`config.mk`:
```
export PLATFORM = sky130hd
export DESIGN_NAME = ncl_issue_arbiter
export DESIGN_NICKNAME = d
export VERILOG_FILES = /design/src/rtl/ncl_issue_arbiter.sv
export SDC_FILE = /design/constraint.sdc
export NUM_CORES = 1
export LEC_CHECK = 0
export ABC_AREA = 1
export ABC_CLOCK_PERIOD_IN_PS = 1900
export CORE_MARGIN = 3
export CORE_UTILIZATION = 51
export DETAILED_ROUTE_END_ITERATION = 8
export PLACE_DENSITY = 0.83
export SETUP_SLACK_MARGIN = 0.5
export SYNTH_ARGS = -nofsm -noshare
export SYNTH_HDL_FRONTEND = slang
export SYNTH_SLANG_ARGS = --single-unit
export TNS_END_PERCENT = 10
```
`constraint.sdc`:
```
create_clock -name clk -period 1.9 [get_ports clk]
set_input_delay 0.38 -clock clk [delete_from_list [all_inputs] [get_ports clk]]
set_output_delay 0.38 -clock clk [all_outputs]
set_load 0.01 [all_outputs]
```
`src/rtl/ncl_issue_arbiter.sv`:
```
// Round-robin issue arbiter feeding a four-phase NCL stage: grants one of two
// single-rail requesters and drives the captured byte out as a dual-rail DATA/NULL word.
module ncl_issue_arbiter #(
  parameter int unsigned TIMEOUT_CYCLES = 255,
  parameter int unsigned CNT_W          = 16
) (
  input  logic             clk,
  input  logic             rst,
  input  logic             req_a,
  input  logic [7:0]       instr_a,
  output logic             gnt_a,
  input  logic             req_b,
  input  logic [7:0]       instr_b,
  output logic             gnt_b,
  output logic [15:0]      instruction,
  input  logic             ack_pos,
  output logic             busy,
  output logic             timeout_err,
  input  logic             clear_err,
  output logic [CNT_W-1:0] issue_count
);

  localparam int unsigned PH_W = $clog2(TIMEOUT_CYCLES + 1);
  localparam logic [PH_W-1:0] PH_LIMIT = PH_W'(TIMEOUT_CYCLES - 1);

  typedef enum logic [1:0] {
    S_IDLE,
    S_DATA,
    S_NULL,
    S_ERR
  } state_t;

  state_t           r_state,       w_state_nxt;
  logic [PH_W-1:0]  r_phase,       w_phase_nxt;
  logic [15:0]      r_instruction, w_instruction_nxt;
  logic [CNT_W-1:0] r_issue_count, w_issue_count_nxt;
  logic             r_gnt_a,       w_gnt_a_nxt;
  logic             r_gnt_b,       w_gnt_b_nxt;
  logic             r_busy,        w_busy_nxt;
  logic             r_timeout_err, w_timeout_err_nxt;
  logic             r_last_b,      w_last_b_nxt;
  logic             r_ack_meta,    r_ack_s;
  logic             w_pick_b;

  function automatic logic [15:0] dual_rail(input logic [7:0] b);
    logic [15:0] d;
    for (int k = 0; k < 8; k++) begin
      d[2*k+1] = b[k];
      d[2*k]   = ~b[k];
    end
    return d;
  endfunction

  // B wins when it is the only requester, or on a tie when A was granted last.
  assign w_pick_b = req_b && (!req_a || !r_last_b);

  always_comb begin
    // NOTE: every combinational output gets a default first so no path infers a latch.
    w_state_nxt       = r_state;
    w_phase_nxt       = r_phase;
    w_instruction_nxt = r_instruction;
    w_issue_count_nxt = r_issue_count;
    w_gnt_a_nxt       = 1'b0;
    w_gnt_b_nxt       = 1'b0;
    w_timeout_err_nxt = r_timeout_err;
    w_last_b_nxt      = r_last_b;

    unique case (r_state)
      S_IDLE: begin
        if (!r_ack_s && (req_a || req_b)) begin
          w_state_nxt = S_DATA;
          w_phase_nxt = '0;
          if (w_pick_b) begin
            w_gnt_b_nxt       = 1'b1;
            w_last_b_nxt      = 1'b1;
            w_instruction_nxt = dual_rail(instr_b);
          end else begin
            w_gnt_a_nxt       = 1'b1;
            w_last_b_nxt      = 1'b0;
            w_instruction_nxt = dual_rail(instr_a);
          end
        end
      end
      S_DATA: begin
        // The awaited ack edge is tested before the limit so a coincident ack wins.
        if (r_ack_s) begin
          w_state_nxt       = S_NULL;
          w_phase_nxt       = '0;
          w_instruction_nxt = '0;
        end else if (r_phase == PH_LIMIT) begin
          w_state_nxt       = S_ERR;
          w_timeout_err_nxt = 1'b1;
          w_instruction_nxt = '0;
        end else begin
          w_phase_nxt = r_phase + 1'b1;
        end
      end
      S_NULL: begin
        if (!r_ack_s) begin
          w_state_nxt       = S_IDLE;
          w_issue_count_nxt = r_issue_count + 1'b1;
        end else if (r_phase == PH_LIMIT) begin
          w_state_nxt       = S_ERR;
          w_timeout_err_nxt = 1'b1;
        end else begin
          w_phase_nxt = r_phase + 1'b1;
        end
      end
      S_ERR: begin
        if (clear_err && !r_ack_s) begin
          w_state_nxt       = S_IDLE;
          w_timeout_err_nxt = 1'b0;
        end
      end
      default: w_state_nxt = S_IDLE;
    endcase

    w_busy_nxt = (w_state_nxt != S_IDLE);
  end

  always_ff @(posedge clk) begin
    // NOTE: sequential state uses non-blocking assignments so all flops update together.
    if (rst) begin
      r_state       <= S_IDLE;
      r_phase       <= '0;
      r_instruction <= '0;
      r_issue_count <= '0;
      r_gnt_a       <= 1'b0;
      r_gnt_b       <= 1'b0;
      r_busy        <= 1'b0;
      r_timeout_err <= 1'b0;
      r_last_b      <= 1'b1;
      r_ack_meta    <= 1'b0;
      r_ack_s       <= 1'b0;
    end else begin
      r_state       <= w_state_nxt;
      r_phase       <= w_phase_nxt;
      r_instruction <= w_instruction_nxt;
      r_issue_count <= w_issue_count_nxt;
      r_gnt_a       <= w_gnt_a_nxt;
      r_gnt_b       <= w_gnt_b_nxt;
      r_busy        <= w_busy_nxt;
      r_timeout_err <= w_timeout_err_nxt;
      r_last_b      <= w_last_b_nxt;
      r_ack_meta    <= ack_pos;
      r_ack_s       <= r_ack_meta;
    end
  end

  assign gnt_a       = r_gnt_a;
  assign gnt_b       = r_gnt_b;
  assign instruction = r_instruction;
  assign busy        = r_busy;
  assign timeout_err = r_timeout_err;
  assign issue_count = r_issue_count;

endmodule

```
==> results of run 1 <==
[worst max path at each step]
stage	start	end	slack, ns	cells after the start
2_1_floorplan	r_state[1]	instruction[10]	0.51	8
3_3_place_gp	req_a	instruction[1]	0.11	9
3_5_place_dp	req_a	instruction[11]	0.06	9
4_1_cts	issue_count[14]	issue_count[14]	0.23	1
5_1_grt	r_state[0]	issue_count[11]	0.20	10
6_report	issue_count[13]	issue_count[13]	0.27	1
[power breakdown]
group	total [mW]	internal (mW)	switching [mW]
Combinational	1.92	0.960	0.962
Clock	0.735	0.395	0.340
Sequential	1.36	1.23	0.135
Total	4.02	2.58	1.44
[cell usage in the layout (no fill, tap or decap), types with 10 or more instances in the layout]
cell               n
nand3_1           48
nor2_1            43
inv_1             40
o21ai_0           10
buf_4             10
nand2_1          125
clkdlybuf4s50_1   51
dfxtp_1           36
a21oi_1           23
dfxtp_2           12
[flip-flops by register name (all words and copies together), names as in the netlist, 2 cells and up]
name and count:
r_phase 8, issue_count 16, r_state 2, instruction 16
[area by class of cell]
| type | instances | area (um2) |
|---|---|---|
| clock buffer | 6 | 72.6 |
| clock inverter | 2 | 38.8 |
| fill | 381 | 1130 |
| multi-input combinational | 303 | 1580 |
| timing repair buffer | 75 | 791 |
| tap | 67 | 83.8 |
| inverter | 47 | 184 |
| sequential | 49 | 1000 |
[what timing repair did]
item	in CTS	in global routing
resized for setup	26	31
pin swaps	1	9
gates cloned	2	0
buffers inserted	1	7
endpoints found under the setup margin	77	79
[cells by family after synthesis]
logic type      after synthesis
fa+ha+maj                     9
simple gates                253
xor+xnor                      1
buf+inv                      58
flops                        49
compound gates               40
[through the flow]
step / power, mW / hold WS (ns) / setup WS (ns) / instances / cell area (um2)
after floorplan: 2.30 / 0.388 / 0.514 / 410 / 2670
after global placement: 2.84 / 0.391 / 0.107 / 531 / 3320
after detailed placement: 2.87 / 0.403 / 0.0553 / 531 / 3320
after CTS: 3.88 / 0.412 / 0.230 / 542 / 3590
after global routing: 4.27 / 0.465 / 0.204 / 549 / 3750
final: 4.02 / 0.409 / 0.269 / 549 / 3750
[routing by layer]
layer  share of wire  vias to the layer above  global-route usage  routed length [um]
li1                -                     1439                   -                   -
met1            0.43                     1319               0.288                3140
met2            0.51                      103               0.402                3710
met3           0.048                       16              0.0413                 350
met4           0.017                        0              0.0647                 122
met5               0                        -                   0                   0
==> out/metrics.csv, run 1 <==
stage,metric,value,unit
logic_synthesis,most numerous cell in the Yosys netlist,nand2_1,
critical_path,r2r setup slk,0.28,ns
cells_and_area,share of cells above drive strength 1,0.151,
critical_path,Worst path max stage delay,0.56,ns
timing,minimum clock period,1.63,ns
logic_synthesis,XOR/XNOR Fraction of Synth Area,0.00331,
die,Die Ht,78.1,um
placed_design,RePlAce Congestion,0.896,
die,Initial Utilization,0.543,
timing,max-slew violations,0,
logic_synthesis,Compound-Gate Fraction of Synth Area,0.0860,
die,Core ar.,4880,um2
critical_path,"CP delay by family, top",buffers and inverters,
min_path,Hold EP,r_ack_s,
logic_synthesis,"FF+latch count, synth",49,
min_path,worst hold stages,2,
logic_synthesis,Synth Area in Simple Gates,0.412,
timing,Tcrit/Tclk final,0.859,
clock_network,clk root buf,clkbuf_8,
timing,final hold viol count,0,
detailed_routing,first-pass detailed-route iteration total,5,
critical_path,critical path's slowest cell,clkdlybuf4s50_1,
detailed_routing,final wirelength,7320,um
critical_path,worst r2r dst,issue_count[13],
logic_synthesis,Adder-Cell Fraction of Synth Area,0.0425,
job,Max Cap Viol,0,
global_routing,global route total overflow,0,
die,Die Width,78.1,um
logic_synthesis,largest family of logic cells by synthesized area,simple AND/OR/NAND/NOR gates,
power_and_ir_drop,Power per Cell Area,1070,nW/um2
timing,RSZ-0062 raised after global routing,true,
timing,Worst-Margin Slew,0.375,ns
logic_synthesis,top cell type's share of synthesized area,0.370,
timing,relative slew slack,0.749,
global_routing,Total GRT Usage,0.229,
clock_network,H-Tree Depth,2,
logic_synthesis,Syn Nets,441,
min_path,hold crit path type,register to register,
detailed_routing,DRC Markers,0,
clock_network,total CTS buffers,5,
timing,Peak Freq,0.613,GHz
die,IO Count,58,
detailed_routing,vias per inst,5.24,
cells_and_area,"Net count, final",512,
detailed_routing,Detailed Route Iter0 Violations,208,
logic_synthesis,Synth cell types,28,
logic_synthesis,mux contribution to synthesized area,0,
critical_path,Reg2Reg Depth,9,
critical_path,Setup crit end kind,output pin,
critical_path,worst-path cell chain,clkdlybuf4s50_1,
logic_synthesis,post-synthesis cell area,2650,um2
logic_synthesis,Mapped Cells,410,
critical_path,WP buf/inv,1,
clock_network,Worst-Skew Late Latency,0.30,ns
timing,final setup fails,0,
power_and_ir_drop,VDD IR max,0.749,mV
power_and_ir_drop,Leak,1.66,nW
min_path,Hold Crit Start,r_ack_meta,
logic_synthesis,post-synthesis sequential area ratio,0.370,
logic_synthesis,"EDFF count, synth",0,
clock_network,clk sinks,49,
logic_synthesis,top post-synthesis cells by count,"nand2_1 (127), nand3_1 (51), dfxtp_1 (49), nor2_1 (48), inv_1 (44)",
run_status,outcome,completed,
cells_and_area,area grow syn2layout,41.4,%
clock_network,Post-CTS Hold Buffers,0,
die,Die Area,6090,um2
placed_design,Port Buf Inserts,57,
placed_design,dpl hpwl,4790,um
critical_path,CP Data Required Time,1.52,ns
critical_path,FF-to-FF Start,r_state[0],
global_routing,initial antenna violation count,0,
critical_path,crit path max fanout,4,
logic_synthesis,Mapped Avg Cell Area,6.46,um2
cells_and_area,Inserted Diodes,0,
die,Core Rows,25,
logic_synthesis,"area leader, netlist",dfxtp_1,
clock_network,CTS tree,built,
timing,Clock Skew,0.00521,ns
critical_path,WP data arrival,1.25,ns
timing,Sum Neg Setup Slack,0,ns
logic_synthesis,Main synth FF type,dfxtp_1,
detailed_routing,Antenna Violating Nets Remaining,0,
critical_path,CP Class,register to output pin,
global_routing,vias in the first global route,2640,
clock_network,CTS max path bufs,2,
logic_synthesis,"FFs w/ async S/R, synth",0,
critical_path,Startpoint Class,register,
clock_network,Worst-path clk slew,0.09,ns
global_routing,global-route wire length before repair,11500,um
cells_and_area,Post-Route Utilization,0.768,
global_routing,largest net degree at the start of global routing,29,
logic_synthesis,Syn. warnings,0,
detailed_routing,Avg WL per Cell,13.3,um
detailed_routing,Vias,2877,
logic_synthesis,Area contributors post-synth,"dfxtp_1 (37%), nand2_1 (18%), nand3_1 (9.6%)",
(Power assumes the default switching activity.)
==> run 2, diff against run 1 <==
--- a/config.mk
+++ b/config.mk
@@ -7,7 +7,7 @@
 export LEC_CHECK = 0
 export ABC_AREA = 1
 export ABC_CLOCK_PERIOD_IN_PS = 1900
-export CORE_MARGIN = 3
+export CORE_MARGIN = 1.5
 export CORE_UTILIZATION = 51
 export DETAILED_ROUTE_END_ITERATION = 8
 export PLACE_DENSITY = 0.83
==> run 2 against run 1 <==
Net effect: wire length is 9.1% lower; hold slack better by 0.0059 ns; non-clock buffer count is 5 lower; global-route usage is 0.37 points higher; power is 2.8% lower; first-iteration DRC count is 26% lower; maximum frequency hardly changed; die area is 7.5% lower; sequential share of layout area is 1.1 points higher; core utilization is 5.4 points lower; combinational power is 14% lower; critical path type unchanged; critical endpoint is now issue_count[4]; largest cell class unchanged.
==> out/metrics.csv, run 2 (synthesis gave the netlist of run 1 again) <==
stage,metric,value,unit,change
clock_network,Worst-path clk slew,0.09,ns,about the same
critical_path,WP buf/inv,1,,unchanged
global_routing,largest net degree at the start of global routing,29,,unchanged
critical_path,r2r setup slk,0.32,ns,+0.04 ns
min_path,worst hold stages,2,,unchanged
timing,Peak Freq,0.613,GHz,about the same
cells_and_area,multi-input logic area,1520,um2,-3.9%
detailed_routing,Detailed Route Iter0 Violations,154,,-26%
global_routing,initial antenna violation count,0,,unchanged
critical_path,"CP delay by family, top",buffers and inverters,,
critical_path,critical path's slowest cell,clkdlybuf4s50_1,,
cells_and_area,Post-Route Utilization,0.714,,-0.0538
cells_and_area,"commonest non-fill, non-tap cell in the layout",nand2_1,,
timing,Sum Neg Setup Slack,0,ns,unchanged
placed_design,pre-CTS setup slack,0.0784,ns,+0.0230 ns
cells_and_area,# fillers,432,,+13%
timing,Clock Skew,0.00928,ns,+0.00407 ns
timing,relative slew slack,0.756,,+0.00704
die,IO Count,58,,unchanged
placed_design,dpl hpwl,4550,um,-5.0%
cells_and_area,share of cells above drive strength 1,0.132,,-0.0194
die,Core ar.,5040,um2,+3.3%
cells_and_area,sequential cell area,1000,um2,unchanged
power_and_ir_drop,Leak,1.63,nW,-2.3%
timing,final setup margin,0.269,ns,+0.000231 ns
detailed_routing,DRC Markers,0,,unchanged
global_routing,Total GRT Usage,0.233,,+0.00374
min_path,hold crit path type,register to register,,
critical_path,Reg2Reg Depth,9,,unchanged
timing,RSZ-0062 raised after global routing,true,,
min_path,Hold Crit Start,r_ack_meta,,
clock_network,CTS max path bufs,2,,unchanged
global_routing,global route total overflow,0,,unchanged
clock_network,H-Tree Depth,2,,unchanged
clock_network,Worst-Skew Late Latency,0.31,ns,about the same
critical_path,Startpoint Class,register,,
critical_path,crit path max fanout,5,,+1
critical_path,Worst path max stage delay,0.56,ns,about the same
global_routing,vias in the first global route,2427,,-8.1%
detailed_routing,Avg WL per Cell,12.2,um,-8.8%
placed_design,Port Buf Inserts,57,,unchanged
critical_path,Setup crit end kind,output pin,,
timing,final hold viol count,0,,unchanged
cells_and_area,"Net count, final",507,,-0.98%
timing,Worst-Margin Slew,0.365,ns,-0.00967 ns
critical_path,WP data arrival,1.25,ns,about the same
timing,minimum clock period,1.63,ns,-0.000231 ns
die,Initial Utilization,0.525,,-0.0175
clock_network,total CTS buffers,5,,unchanged
detailed_routing,first-pass detailed-route iteration total,4,,-1
timing,final setup fails,0,,unchanged
run_status,outcome,completed,,
placed_design,placed instance area,3330,um2,+0.11%
die,Die Width,75.1,um,-3.8%
cells_and_area,final instance area,3600,um2,-3.9%
detailed_routing,final wirelength,6660,um,-9.1%
global_routing,global-route wire length before repair,10300,um,-11%
clock_network,clk root buf,clkbuf_8,,
die,Core Rows,26,,+4.0%
cells_and_area,Inserted Diodes,0,,unchanged
cells_and_area,area grow syn2layout,35.9,%,
clock_network,clk sinks,49,,unchanged
power_and_ir_drop,overall power,3.90,mW,-2.8%
timing,Tcrit/Tclk final,0.858,,about the same
timing,max-slew violations,0,,unchanged
min_path,Hold EP,r_ack_s,,
job,Max Cap Viol,0,,unchanged
clock_network,CTS tree,built,,
detailed_routing,vias per inst,5.05,,-3.7%
detailed_routing,Vias,2760,,-4.1%
critical_path,CP Class,register to output pin,,
die,Die Ht,75.1,um,-3.8%
die,Die Area,5630,um2,-7.5%
clock_network,Post-CTS Hold Buffers,0,,unchanged
cells_and_area,"leading cell types in the layout, fill and taps excluded","nand2_1 (126), nand3_1 (50), clkdlybuf4s50_1 (49)",,
detailed_routing,Antenna Violating Nets Remaining,0,,unchanged
critical_path,worst-path cell chain,clkdlybuf4s50_1,,
critical_path,CP Data Required Time,1.52,ns,about the same
critical_path,worst r2r dst,issue_count[14],,
power_and_ir_drop,Power per Cell Area,1080,nW/um2,+1.2%
power_and_ir_drop,VDD IR max,0.605,mV,-19%
critical_path,FF-to-FF Start,r_state[0],,
placed_design,RePlAce Congestion,0.906,,+1.1%
run 2: worst max-delay path by stage:
stage              startpoint               to  slack, ns  depth (start not counted)
3_3_place_gp            req_a   instruction[2]       0.07                          8
2_1_floorplan      r_state[1]  instruction[10]       0.51                          8
5_1_grt        issue_count[4]   issue_count[4]       0.22                          1
3_5_place_dp            req_a   instruction[2]       0.08                          8
6_report       issue_count[4]   issue_count[4]       0.27                          1
4_1_cts        issue_count[1]   issue_count[1]       0.25                          1
run 2: power breakdown:
part	total (mW)	leakage, nW	internal, mW	switching (mW)
clock	0.897	0.0687	0.530	0.367
sequential	1.35	0.407	1.22	0.127
combinational	1.66	1.15	0.758	0.897
run 2: area by class of cell:
| cell class | instances | area share |
|---|---|---|
| Clock buffer | 5 | 0.0191 |
| Clock inverter | 3 | 0.0191 |
| Inverter | 47 | 0.0504 |
| Multi-Input combinational cell | 303 | 0.421 |
| Sequential cell | 49 | 0.278 |
| Tap cell | 70 | 0.0243 |
| Timing Repair Buffer | 70 | 0.188 |
run 2: routing by layer:
layer	vias to the layer above	routed length, um	track usage
met5	-	0	0
met4	0	45	0.0444
met3	9	339	0.0495
met2	66	3100	0.376
met1	1257	3170	0.324
li1	1428	-	-
run 2: repair_timing:
| item | CTS | global route |
|---|---|---|
| gates cloned | 0 | 0 |
| pin swaps | 0 | 8 |
| resized for setup | 16 | 24 |
| setup endpoints to repair | 76 | 73 |
| endpoints found under the hold margin | 0 | 0 |
| setup buffers | 0 | 5 |
run 2: stage by stage:
step                      hold slack [ns]  std cells
after detailed placement            0.405        534
after global placement              0.400        534
after global routing                0.438        547
after CTS                           0.418        542
final                               0.415        547
after floorplan                     0.388        410
==> run 3, diff against run 2 <==
--- a/config.mk
+++ b/config.mk
@@ -6,7 +6,7 @@
 export NUM_CORES = 1
 export LEC_CHECK = 0
 export ABC_AREA = 1
-export ABC_CLOCK_PERIOD_IN_PS = 1900
+export ABC_CLOCK_PERIOD_IN_PS = 1600
 export CORE_MARGIN = 1.5
 export CORE_UTILIZATION = 51
 export DETAILED_ROUTE_END_ITERATION = 8
==> constraint.sdc (replaced) <==
create_clock -name clk -period 1.6 [get_ports clk]
set_input_delay 0.32 -clock clk [delete_from_list [all_inputs] [get_ports clk]]
set_output_delay 0.32 -clock clk [all_outputs]
set_load 0.01 [all_outputs]
==> run 3 against run 2 <==
Net effect: non-clock buffer count grew 23; hold slack worse by 0.046 ns; sequential power rose by 19%; register-to-register slack got worse by 0.21 ns; critical path type is now register to register; largest cell class unchanged.
==> out/metrics.csv, run 3 (synthesis gave the netlist of run 1 again) <==
stage,metric,value,unit,change
placed_design,Port Buf Inserts,57,,unchanged
critical_path,crit path max fanout,6,,+1
run_status,outcome,completed,,
timing,Tcrit/Tclk final,0.934,,
global_routing,initial antenna violation count,0,,unchanged
power_and_ir_drop,Power per Cell Area,1230,nW/um2,+14%
global_routing,Total GRT Usage,0.257,,+0.0239
placed_design,RePlAce Congestion,0.869,,-4.1%
cells_and_area,area grow syn2layout,43.4,%,
critical_path,worst-path cell chain,ha_1 > a21boi_0 > nand2_1 > nand3_1 > inv_1 > nand2_1 > nand2_1 > nand2_1,,
clock_network,clk root buf,clkbuf_8,,
placed_design,placed instance area,3440,um2,+3.5%
detailed_routing,first-pass detailed-route iteration total,5,,+1
detailed_routing,Vias,2911,,+5.5%
cells_and_area,"Net count, final",530,,+4.5%
placed_design,dpl hpwl,4800,um,+5.6%
critical_path,CP Class,register to register,,
timing,max-slew violations,0,,unchanged
die,Die Width,75.1,um,unchanged
cells_and_area,# fillers,385,,-11%
timing,relative slew slack,0.736,,-0.0201
die,IO Count,58,,unchanged
detailed_routing,Antenna Violating Nets Remaining,0,,unchanged
die,Core ar.,5040,um2,unchanged
cells_and_area,Post-Route Utilization,0.753,,+0.0395
global_routing,global-route wire length before repair,11100,um,+7.4%
timing,Clock Skew,0.00351,ns,-0.00576 ns
clock_network,CTS tree,built,,
critical_path,WP data arrival,1.75,ns,+0.50 ns
cells_and_area,Inserted Diodes,0,,unchanged
job,Max Cap Viol,0,,unchanged
cells_and_area,"leading cell types in the layout, fill and taps excluded","nand2_1 (125), nand3_1 (50), nor2_1 (42)",,
die,Die Ht,75.1,um,unchanged
timing,Worst-Margin Slew,0.392,ns,+0.0271 ns
cells_and_area,share of cells above drive strength 1,0.184,,+0.0519
timing,minimum clock period,1.49,ns,
clock_network,Worst-path clk slew,0.09,ns,about the same
power_and_ir_drop,overall power,4.68,mW,+20%
timing,Peak Freq,0.669,GHz,
timing,RSZ-0062 raised after global routing,true,,
power_and_ir_drop,VDD IR max,0.823,mV,+36%
global_routing,largest net degree at the start of global routing,29,,unchanged
detailed_routing,Avg WL per Cell,12.7,um,+4.4%
detailed_routing,DRC Markers,0,,unchanged
cells_and_area,"commonest non-fill, non-tap cell in the layout",nand2_1,,
die,Initial Utilization,0.525,,unchanged
global_routing,global route total overflow,0,,unchanged
critical_path,most frequent CP cell,nand2_1,,
clock_network,H-Tree Depth,2,,unchanged
power_and_ir_drop,Leak,1.84,nW,+13%
critical_path,Worst path max stage delay,0.41,ns,-0.15 ns
detailed_routing,final wirelength,7250,um,+8.8%
critical_path,WP buf/inv,1,,unchanged
timing,final setup fails,0,,unchanged
cells_and_area,final instance area,3800,um2,+5.5%
clock_network,CTS max path bufs,2,,unchanged
die,Die Area,5630,um2,unchanged
timing,final hold viol count,0,,unchanged
clock_network,clk sinks,49,,unchanged
detailed_routing,vias per inst,5.11,,+1.2%
clock_network,total CTS buffers,5,,unchanged
die,Core Rows,26,,unchanged
min_path,hold crit path type,primary input to register,,
clock_network,Worst-Skew Late Latency,0.31,ns,about the same
critical_path,Startpoint Class,register,,
global_routing,vias in the first global route,2526,,+4.1%
critical_path,Setup crit end kind,register,,
critical_path,CP Data Required Time,1.86,ns,+0.34 ns
critical_path,"CP delay by family, top",flip-flops,,
critical_path,critical path's slowest cell,dfxtp_4,,
clock_network,Post-CTS Hold Buffers,0,,unchanged
detailed_routing,Detailed Route Iter0 Violations,187,,+21%
run 3: cell type report:
cell class              instances  area (um2)  area share
clock buffers                   7        86.3      0.0227
clock inverters                 1        30.0     0.00791
inverters                      47         186      0.0491
multi-input cells             303        1550       0.408
flip-flops and latches         49        1010       0.266
well taps                      70        87.6      0.0231
repair buffers                 93         847       0.223
run 3: where the power goes:
part           internal (mW)  switching, mW  leakage (nW)
logic                  0.971           1.18          1.37
registers               1.45          0.152         0.408
clock network          0.510          0.418        0.0585
run 3: metal layers:
metal,up-vias,share of wire,track usage
li1,1480,-,-
met1,1320,0.43,0.329
met2,95,0.50,0.426
met3,16,0.053,0.0602
met4,0,0.018,0.0869
met5,-,0,0
run 3: final timing paths:
kind | from | end | slack [ns] | cells past startpoint
worst max register to register | r_state[1] | busy | 0.11 | 8
worst max-delay path | r_state[1] | busy | 0.11 | 8
worst min register to register | r_ack_meta | r_ack_s | 0.42 | 2
worst min-delay path | req_b | gnt_a | 0.37 | 2
run 3: timing repair:
item	in CTS	in global routing
setup endpoints to repair	82	83
gates resized for setup	79	16
buffers inserted	13	3
gates cloned	0	2
pin swaps	8	4
run 3: stage by stage:
stage | cells | setup WS [ns] | TNS [ns] | hold slack [ns]
5_1_grt | 570 | 0.0339 | 0 | 0.409
3_3_place_gp | 544 | -0.111 | -1.40 | 0.397
2_1_floorplan | 410 | 0.262 | 0 | 0.388
3_5_place_dp | 544 | -0.202 | -2.46 | 0.409
6_report | 570 | 0.106 | 0 | 0.368
4_1_cts | 565 | 0.140 | 0 | 0.422
